`src/rtl/tlb_op_ctrl.sv`:
```
// rtl/tlb_op_ctrl.sv - multi-cycle sequencer for TLBSRCH/TLBRD/TLBWR/TLBFILL/INVTLB
// Define TLB_FILL_LFSR_EN to pick FILL victims from a Galois LFSR instead of a round-robin counter.

module tlb_op_ctrl #(
  parameter int TLBNUM = 16,
  localparam int IW = $clog2(TLBNUM)
) (
  input  logic          clk,
  input  logic          reset,
  input  logic          op_valid,
  output logic          op_ready,
  input  logic [2:0]    op_code,
  input  logic [4:0]    inv_op,
  input  logic [9:0]    inv_asid,
  input  logic [18:0]   inv_vppn,
  input  logic [9:0]    csr_asid,
  input  logic [18:0]   csr_ehi_vppn,
  input  logic [IW-1:0] csr_idx,
  input  logic          csr_ne,
  output logic [18:0]   s1_vppn,
  output logic [9:0]    s1_asid,
  input  logic          s1_found,
  input  logic [IW-1:0] s1_index,
  output logic [IW-1:0] tlb_r_index,
  input  logic          tlb_r_e,
  input  logic          tlb_r_g,
  input  logic [9:0]    tlb_r_asid,
  input  logic [18:0]   tlb_r_vppn,
  output logic          tlb_we,
  output logic [IW-1:0] tlb_w_index,
  output logic          tlb_w_e,
  output logic          tlb_inv_we,
  output logic [IW-1:0] tlb_inv_index,
  output logic          done,
  output logic          srch_hit,
  output logic [IW-1:0] srch_index,
  output logic          rd_e,
  output logic          inv_err
);

  typedef enum logic [2:0] {
    S_IDLE,
    S_SRCH,
    S_RD_REQ,
    S_RD_CAP,
    S_WRITE,
    S_INV_SCAN,
    S_DONE
  } state_t;

  // Scan counter: reads issued while cnt < TLBNUM, compares while 1 <= cnt <= TLBNUM,
  // cnt == TLBNUM+1 lets the last registered clear strobe drain.
  localparam logic [IW:0] CNT_LAST_CMP = (IW+1)'(TLBNUM);
  localparam logic [IW:0] CNT_END      = (IW+1)'(TLBNUM + 1);

`ifdef TLB_FILL_LFSR_EN
  function automatic logic [IW-1:0] lfsr_taps(input int n);
    logic [31:0] t;
    case (n)
      2:       t = 32'h0003;
      3:       t = 32'h0006;
      4:       t = 32'h000C;
      5:       t = 32'h0014;
      6:       t = 32'h0030;
      7:       t = 32'h0060;
      8:       t = 32'h00B8;
      9:       t = 32'h0110;
      10:      t = 32'h0240;
      11:      t = 32'h0500;
      12:      t = 32'h0829;
      13:      t = 32'h100D;
      14:      t = 32'h2015;
      15:      t = 32'h6000;
      16:      t = 32'hD008;
      default: t = 32'h0003;
    endcase
    return IW'(t);
  endfunction
  localparam logic [IW-1:0] LFSR_TAPS = lfsr_taps(IW);
  localparam logic [IW-1:0] FILL_SEED = IW'(1);
`else
  localparam logic [IW-1:0] FILL_SEED = '0;
`endif

  state_t        state_q, state_d;
  logic [IW:0]   cnt_q, cnt_d;
  logic [IW-1:0] idx_q, idx_d;
  logic [4:0]    inv_op_q, inv_op_d;
  logic [9:0]    inv_asid_q, inv_asid_d;
  logic [18:0]   inv_vppn_q, inv_vppn_d;
  logic [IW-1:0] fill_ptr_q, fill_ptr_d;
  logic [18:0]   s1_vppn_q, s1_vppn_d;
  logic [9:0]    s1_asid_q, s1_asid_d;
  logic          we_q, we_d;
  logic [IW-1:0] w_index_q, w_index_d;
  logic          w_e_q, w_e_d;
  logic          inv_we_q, inv_we_d;
  logic [IW-1:0] inv_index_q, inv_index_d;
  logic          done_q, done_d;
  logic          srch_hit_q, srch_hit_d;
  logic [IW-1:0] srch_index_q, srch_index_d;
  logic          rd_e_q, rd_e_d;
  logic          inv_err_q, inv_err_d;

  logic          asid_match;
  logic          vppn_match;
  logic          op_hit;

  always_comb begin
    asid_match = (tlb_r_asid == inv_asid_q);
    vppn_match = (tlb_r_vppn == inv_vppn_q);
    case (inv_op_q)
      5'd0, 5'd1: op_hit = 1'b1;
      5'd2:       op_hit = tlb_r_g;
      5'd3:       op_hit = !tlb_r_g;
      5'd4:       op_hit = !tlb_r_g && asid_match;
      5'd5:       op_hit = !tlb_r_g && asid_match && vppn_match;
      5'd6:       op_hit = (tlb_r_g || asid_match) && vppn_match;
      default:    op_hit = 1'b0;
    endcase
  end

  always_comb begin
    state_d      = state_q;
    cnt_d        = cnt_q;
    idx_d        = idx_q;
    inv_op_d     = inv_op_q;
    inv_asid_d   = inv_asid_q;
    inv_vppn_d   = inv_vppn_q;
    s1_vppn_d    = '0;
    s1_asid_d    = '0;
    we_d         = 1'b0;
    w_index_d    = '0;
    w_e_d        = 1'b0;
    inv_we_d     = 1'b0;
    inv_index_d  = '0;
    done_d       = 1'b0;
    inv_err_d    = 1'b0;
    srch_hit_d   = srch_hit_q;
    srch_index_d = srch_index_q;
    rd_e_d       = rd_e_q;
`ifdef TLB_FILL_LFSR_EN
    fill_ptr_d   = {1'b0, fill_ptr_q[IW-1:1]} ^ (fill_ptr_q[0] ? LFSR_TAPS : '0);
`else
    fill_ptr_d   = fill_ptr_q;
`endif

    case (state_q)
      S_IDLE: begin
        if (op_valid) begin
          case (op_code)
            3'd0: begin
              s1_vppn_d = csr_ehi_vppn;
              s1_asid_d = csr_asid;
              state_d   = S_SRCH;
            end
            3'd1: begin
              idx_d   = csr_idx;
              state_d = S_RD_REQ;
            end
            3'd2: begin
              we_d      = 1'b1;
              w_index_d = csr_idx;
              w_e_d     = !csr_ne;
              state_d   = S_WRITE;
            end
            3'd3: begin
              we_d      = 1'b1;
              w_index_d = fill_ptr_q;
              w_e_d     = !csr_ne;
              state_d   = S_WRITE;
`ifndef TLB_FILL_LFSR_EN
              fill_ptr_d = fill_ptr_q + IW'(1);
`endif
            end
            3'd4: begin
              if (inv_op > 5'd6) begin
                inv_err_d = 1'b1;
                done_d    = 1'b1;
                state_d   = S_DONE;
              end else begin
                inv_op_d   = inv_op;
                inv_asid_d = inv_asid;
                inv_vppn_d = inv_vppn;
                cnt_d      = '0;
                state_d    = S_INV_SCAN;
              end
            end
            default: begin
              done_d  = 1'b1;
              state_d = S_DONE;
            end
          endcase
        end
      end
      S_SRCH: begin
        srch_hit_d   = s1_found;
        srch_index_d = s1_index;
        done_d       = 1'b1;
        state_d      = S_DONE;
      end
      S_RD_REQ: state_d = S_RD_CAP;
      S_RD_CAP: begin
        rd_e_d  = tlb_r_e;
        done_d  = 1'b1;
        state_d = S_DONE;
      end
      S_WRITE: begin
        done_d  = 1'b1;
        state_d = S_DONE;
      end
      S_INV_SCAN: begin
        cnt_d = cnt_q + (IW+1)'(1);
        // Read data in this cycle belongs to the index issued last cycle.
        if ((cnt_q != '0) && (cnt_q <= CNT_LAST_CMP) && tlb_r_e && op_hit) begin
          inv_we_d    = 1'b1;
          inv_index_d = cnt_q[IW-1:0] - IW'(1);
        end
        if (cnt_q == CNT_END) begin
          done_d  = 1'b1;
          state_d = S_DONE;
        end
      end
      S_DONE:   state_d = S_IDLE;
      default:  state_d = S_IDLE;
    endcase
  end

  always_ff @(posedge clk) begin
    if (reset) begin
      state_q      <= S_IDLE;
      cnt_q        <= '0;
      idx_q        <= '0;
      inv_op_q     <= '0;
      inv_asid_q   <= '0;
      inv_vppn_q   <= '0;
      fill_ptr_q   <= FILL_SEED;
      s1_vppn_q    <= '0;
      s1_asid_q    <= '0;
      we_q         <= 1'b0;
      w_index_q    <= '0;
      w_e_q        <= 1'b0;
      inv_we_q     <= 1'b0;
      inv_index_q  <= '0;
      done_q       <= 1'b0;
      srch_hit_q   <= 1'b0;
      srch_index_q <= '0;
      rd_e_q       <= 1'b0;
      inv_err_q    <= 1'b0;
    end else begin
      state_q      <= state_d;
      cnt_q        <= cnt_d;
      idx_q        <= idx_d;
      inv_op_q     <= inv_op_d;
      inv_asid_q   <= inv_asid_d;
      inv_vppn_q   <= inv_vppn_d;
      fill_ptr_q   <= fill_ptr_d;
      s1_vppn_q    <= s1_vppn_d;
      s1_asid_q    <= s1_asid_d;
      we_q         <= we_d;
      w_index_q    <= w_index_d;
      w_e_q        <= w_e_d;
      inv_we_q     <= inv_we_d;
      inv_index_q  <= inv_index_d;
      done_q       <= done_d;
      srch_hit_q   <= srch_hit_d;
      srch_index_q <= srch_index_d;
      rd_e_q       <= rd_e_d;
      inv_err_q    <= inv_err_d;
    end
  end

  always_comb begin
    tlb_r_index = '0;
    if (state_q == S_RD_REQ) begin
      tlb_r_index = idx_q;
    end else if ((state_q == S_INV_SCAN) && !cnt_q[IW]) begin
      tlb_r_index = cnt_q[IW-1:0];
    end
  end

  assign op_ready      = (state_q == S_IDLE);
  assign s1_vppn       = s1_vppn_q;
  assign s1_asid       = s1_asid_q;
  assign tlb_we        = we_q;
  assign tlb_w_index   = w_index_q;
  assign tlb_w_e       = w_e_q;
  assign tlb_inv_we    = inv_we_q;
  assign tlb_inv_index = inv_index_q;
  assign done          = done_q;
  assign srch_hit      = srch_hit_q;
  assign srch_index    = srch_index_q;
  assign rd_e          = rd_e_q;
  assign inv_err       = inv_err_q;

endmodule

```
`config.mk`:
```
export PLATFORM = sky130hd
export DESIGN_NAME = tlb_op_ctrl
export DESIGN_NICKNAME = d
export VERILOG_FILES = /design/src/rtl/tlb_op_ctrl.sv
export SDC_FILE = /design/constraint.sdc
export NUM_CORES = 1
export LEC_CHECK = 0
export ABC_AREA = 0
export BUFFER_PORTS_ARGS = -buffer_cell sky130_fd_sc_hd__buf_4
export CAP_MARGIN = 0
export CORE_ASPECT_RATIO = 0.6
export CORE_UTILIZATION = 45
export CTS_CLUSTER_DIAMETER = 120
export CTS_CLUSTER_SIZE = 10
export DETAILED_ROUTE_END_ITERATION = 7
export GPL_TIMING_DRIVEN = 0
export PLACE_DENSITY = 0.76
export SLEW_MARGIN = 20
export SYNTH_ARGS = -nofsm -noshare
export SYNTH_HDL_FRONTEND = slang
export SYNTH_SLANG_ARGS = --single-unit
```
`constraint.sdc`:
```
create_clock -name clk -period 5.3 [get_ports clk]
set_clock_uncertainty 0.15 [all_clocks]
set_input_delay 0 -clock clk [delete_from_list [all_inputs] [get_ports clk]]
set_output_delay 0 -clock clk [all_outputs]
set_load 0.1 [all_outputs]
```
==> results.yml <==
run_status:
  outcome: "finished, final reports clean"
drt:
  via_count: 3965
  wl_per_cell_um: 16.2
  first_pass_iters: 5
  antenna_left: 0
  drc_errors: 0
  drt_iter0_drc: 313
  routed_wl_mm: 12.7
  vias_per_cell: 5.05
sta:
  hold_viol: 0
  rsz0062_at_grt: "false"
  setup_tns_ns: 0
  timing.final.ws_setup_ns: 2.81
  timing.final.crit_share: 0.470
  min_period_ns: 2.49
  slew_violations: 0
  maxSlewHeadroom: 0.547
  fmax_mhz: 402
  tightest_slew_ns: 0.670
  setup_violations: 0
worst_setup_path:
  timing.rr.start: "state_q[2]$_SDFFE_PP0P_"
  critPathRequiredTime_ns: 5.15
  startpoint: "state_q[2]$_SDFFE_PP0P_"
  path_max_fanout: 10
  endpoint_kind: "output pin"
  start_kind: "flop"
  path_class: "reg2out"
  arrival_ns: 2.34
cts:
  root_buffer: "clkbuf_16"
  post-cts-setup-buffer-count: 0
  cts_buffer_depth: 2
  cts_buffers: 9
  htree_levels: 3
  cts_tree: "done"
  cts_resized: 0
  clk_pin_slew_ns: 0.07
  cts_num_sinks: 98
  clock_latency_ns: 0.34
min_path:
  hp-class: "in2reg"
  min_from: "tlb_r_vppn[15]"
placed_design:
  dp.cells: 691
  dp_slack_ns: 3.15
  portBuffers: 160
  place_congestion: 0.807
  dp_hpwl_mm: 8.02
synth:
  syn-num-nets: 538
  yosys_warnings: 0
  synthesis.area_mm2: 0.00387
  synth-seq-cells: 98
  synth_area_per_cell_um2: 9.14
  synth_cells: 423
  async_flop_share: 0
  synth.distinct_cells: 41
  ys_seq_area_frac: 0.507
  synth-edff-count: 0
  ys.flop_type: "dfxtp_1"
pwr:
  powerDensity_mw_per_mm2: 288
  p_leak_nw: 2.70
  peakVddDrop_mv: 0.213
global_routing:
  grt_usage: 0.289
  grt_pass1_wl_mm: 19.5
  globalRouteOverflowTotal: 0
  grt_pass1_vias: 3943
  grt_max_degree: 16
  antenna_found_initial: 0
finish:
  fin_cells: 785
  drive_above_1_share: 0.278
  area_delta_synth_final_pct: 64.3
  num_antenna_cells: 0
  mostFrequentLayoutCells: "buf_4 (160), dfxtp_1 (98), nand2_1 (78), dlygate4sd3_1 (78), a21oi_1 (38)"
  nets: 787
  layout_commonest_cell: "buf_4"
floorplanning:
  die_h_um: 73.8
  start_util: 0.477
  die-area_mm2: 0.00898
  ios: 163
  core_area_mm2: 0.00810
  floorplan.rows: 25
  dieWidth_um: 122
run:
  max_cap_viol_count: 0
area by class of cell:
| class | count | area [µm²] |
|---|---|---|
| Tap cell | 108 | 135 |
| Buffer | 24 | 97.6 |
| Clock buffer | 11 | 243 |
| Fill cell | 528 | 1750 |
| Timing Repair Buffer | 238 | 1980 |
| Inverter | 4 | 15.0 |
| Multi-Input combinational cell | 297 | 1790 |
| Sequential cell | 98 | 1960 |
| Clock inverter | 5 | 125 |
sequential cells by signal (all words and copies together) (netlist names):
register       count
idx_q              4
srch_hit           1
srch_index         4
inv_err            1
fill_ptr_q         4
s1_asid           10
tlb_w_e            1
inv_vppn_q        19
tlb_we             1
s1_vppn           19
done               1
cnt_q              5
inv_op_q           5
tlb_w_index        4
inv_asid_q        10
tlb_inv_we         1
state_q            3
rd_e               1
tlb_inv_index      4
repair_timing:
action                                  4_1_cts  5_1_grt
hold buffers                                 78        0
endpoints found under the hold margin        90        0
endpoints found under the setup margin        0        0
kinds of logic (layout without fill, tap and decap cells):
| family | after synthesis | after routing | synth area share |
|---|---|---|---|
| AO/OA/AOI/OAI | 58 | 58 | 0.0912 |
| buffers and inverters | 28 | 282 | 0.0291 |
| adder cells (fa/ha/maj) | 5 | 5 | 0.0162 |
| AND/OR/NAND/NOR | 179 | 179 | 0.227 |
| multiplexers | 15 | 15 | 0.0388 |
| flip-flops | 98 | 98 | 0.507 |
| XOR/XNOR | 40 | 40 | 0.0906 |
metal layers:
metal	vias up	routed length, µm	GRT usage
li1	1904	-	-
met1	1858	5270	0.357
met2	172	6210	0.488
met3	31	883	0.0722
met4	0	334	0.117
met5	-	0	0
stage by stage:
step | hold WS, ns | total power, W | utilization | instance area [µm²]
4_1_cts | 0.0156 | 0.00182 | 0.784 | 6350
6_report | 0.0389 | 0.00183 | 0.784 | 6350
3_5_place_dp | 0.0139 | 0.000996 | 0.642 | 5200
2_1_floorplan | -0.0776 | 0.000900 | - | 3870
5_1_grt | 0.0758 | 0.00188 | 0.784 | 6350
3_3_place_gp | 0.00720 | 0.000993 | 0.642 | 5200
worst max-delay path, cell delays in order (launching register included):
cell and delay (ns):
dfxtp_1 0.41, clkbuf_1 0.36, nor4bb_1 0.67, a22o_1 0.26, buf_4 0.29
cell usage after synthesis (5+ instances only):
cell type  instances  share of area
dfxtp_1           98           0.51
a21oi_1           38          0.049
mux2i_1           15          0.039
nand4_1            8          0.013
nor3_1             6         0.0078
nor2_1            28          0.027
xnor2_1           28          0.063
and2_1            29          0.047
nand3_1            6         0.0078
xor2_1            12          0.027
clkbuf_1          18          0.017
ha_1               5          0.016
nand2_1           78          0.076
power by group:
| part | total (W) | leakage [nW] | internal, W | switching [W] |
|---|---|---|---|---|
| Combinational | 0.000280 | 1.73 | 0.000133 | 0.000148 |
| Clock | 0.000795 | 0.180 | 0.000521 | 0.000274 |
| Sequential | 0.000757 | 0.791 | 0.000748 | 0.00000859 |
worst paths after layout:
check	to	slack, ns	depth (start not counted)
setup / recovery	tlb_r_index[3]	2.81	4
hold / removal	tlb_inv_index[3]$_SDFF_PP0_	0.04	6
setup reg to reg	inv_asid_q[4]$_SDFFE_PP0P_	3.01	6
hold reg to reg	inv_vppn_q[17]$_SDFFE_PP0P_	0.32	2
Power figures use the tool's default switching activity.
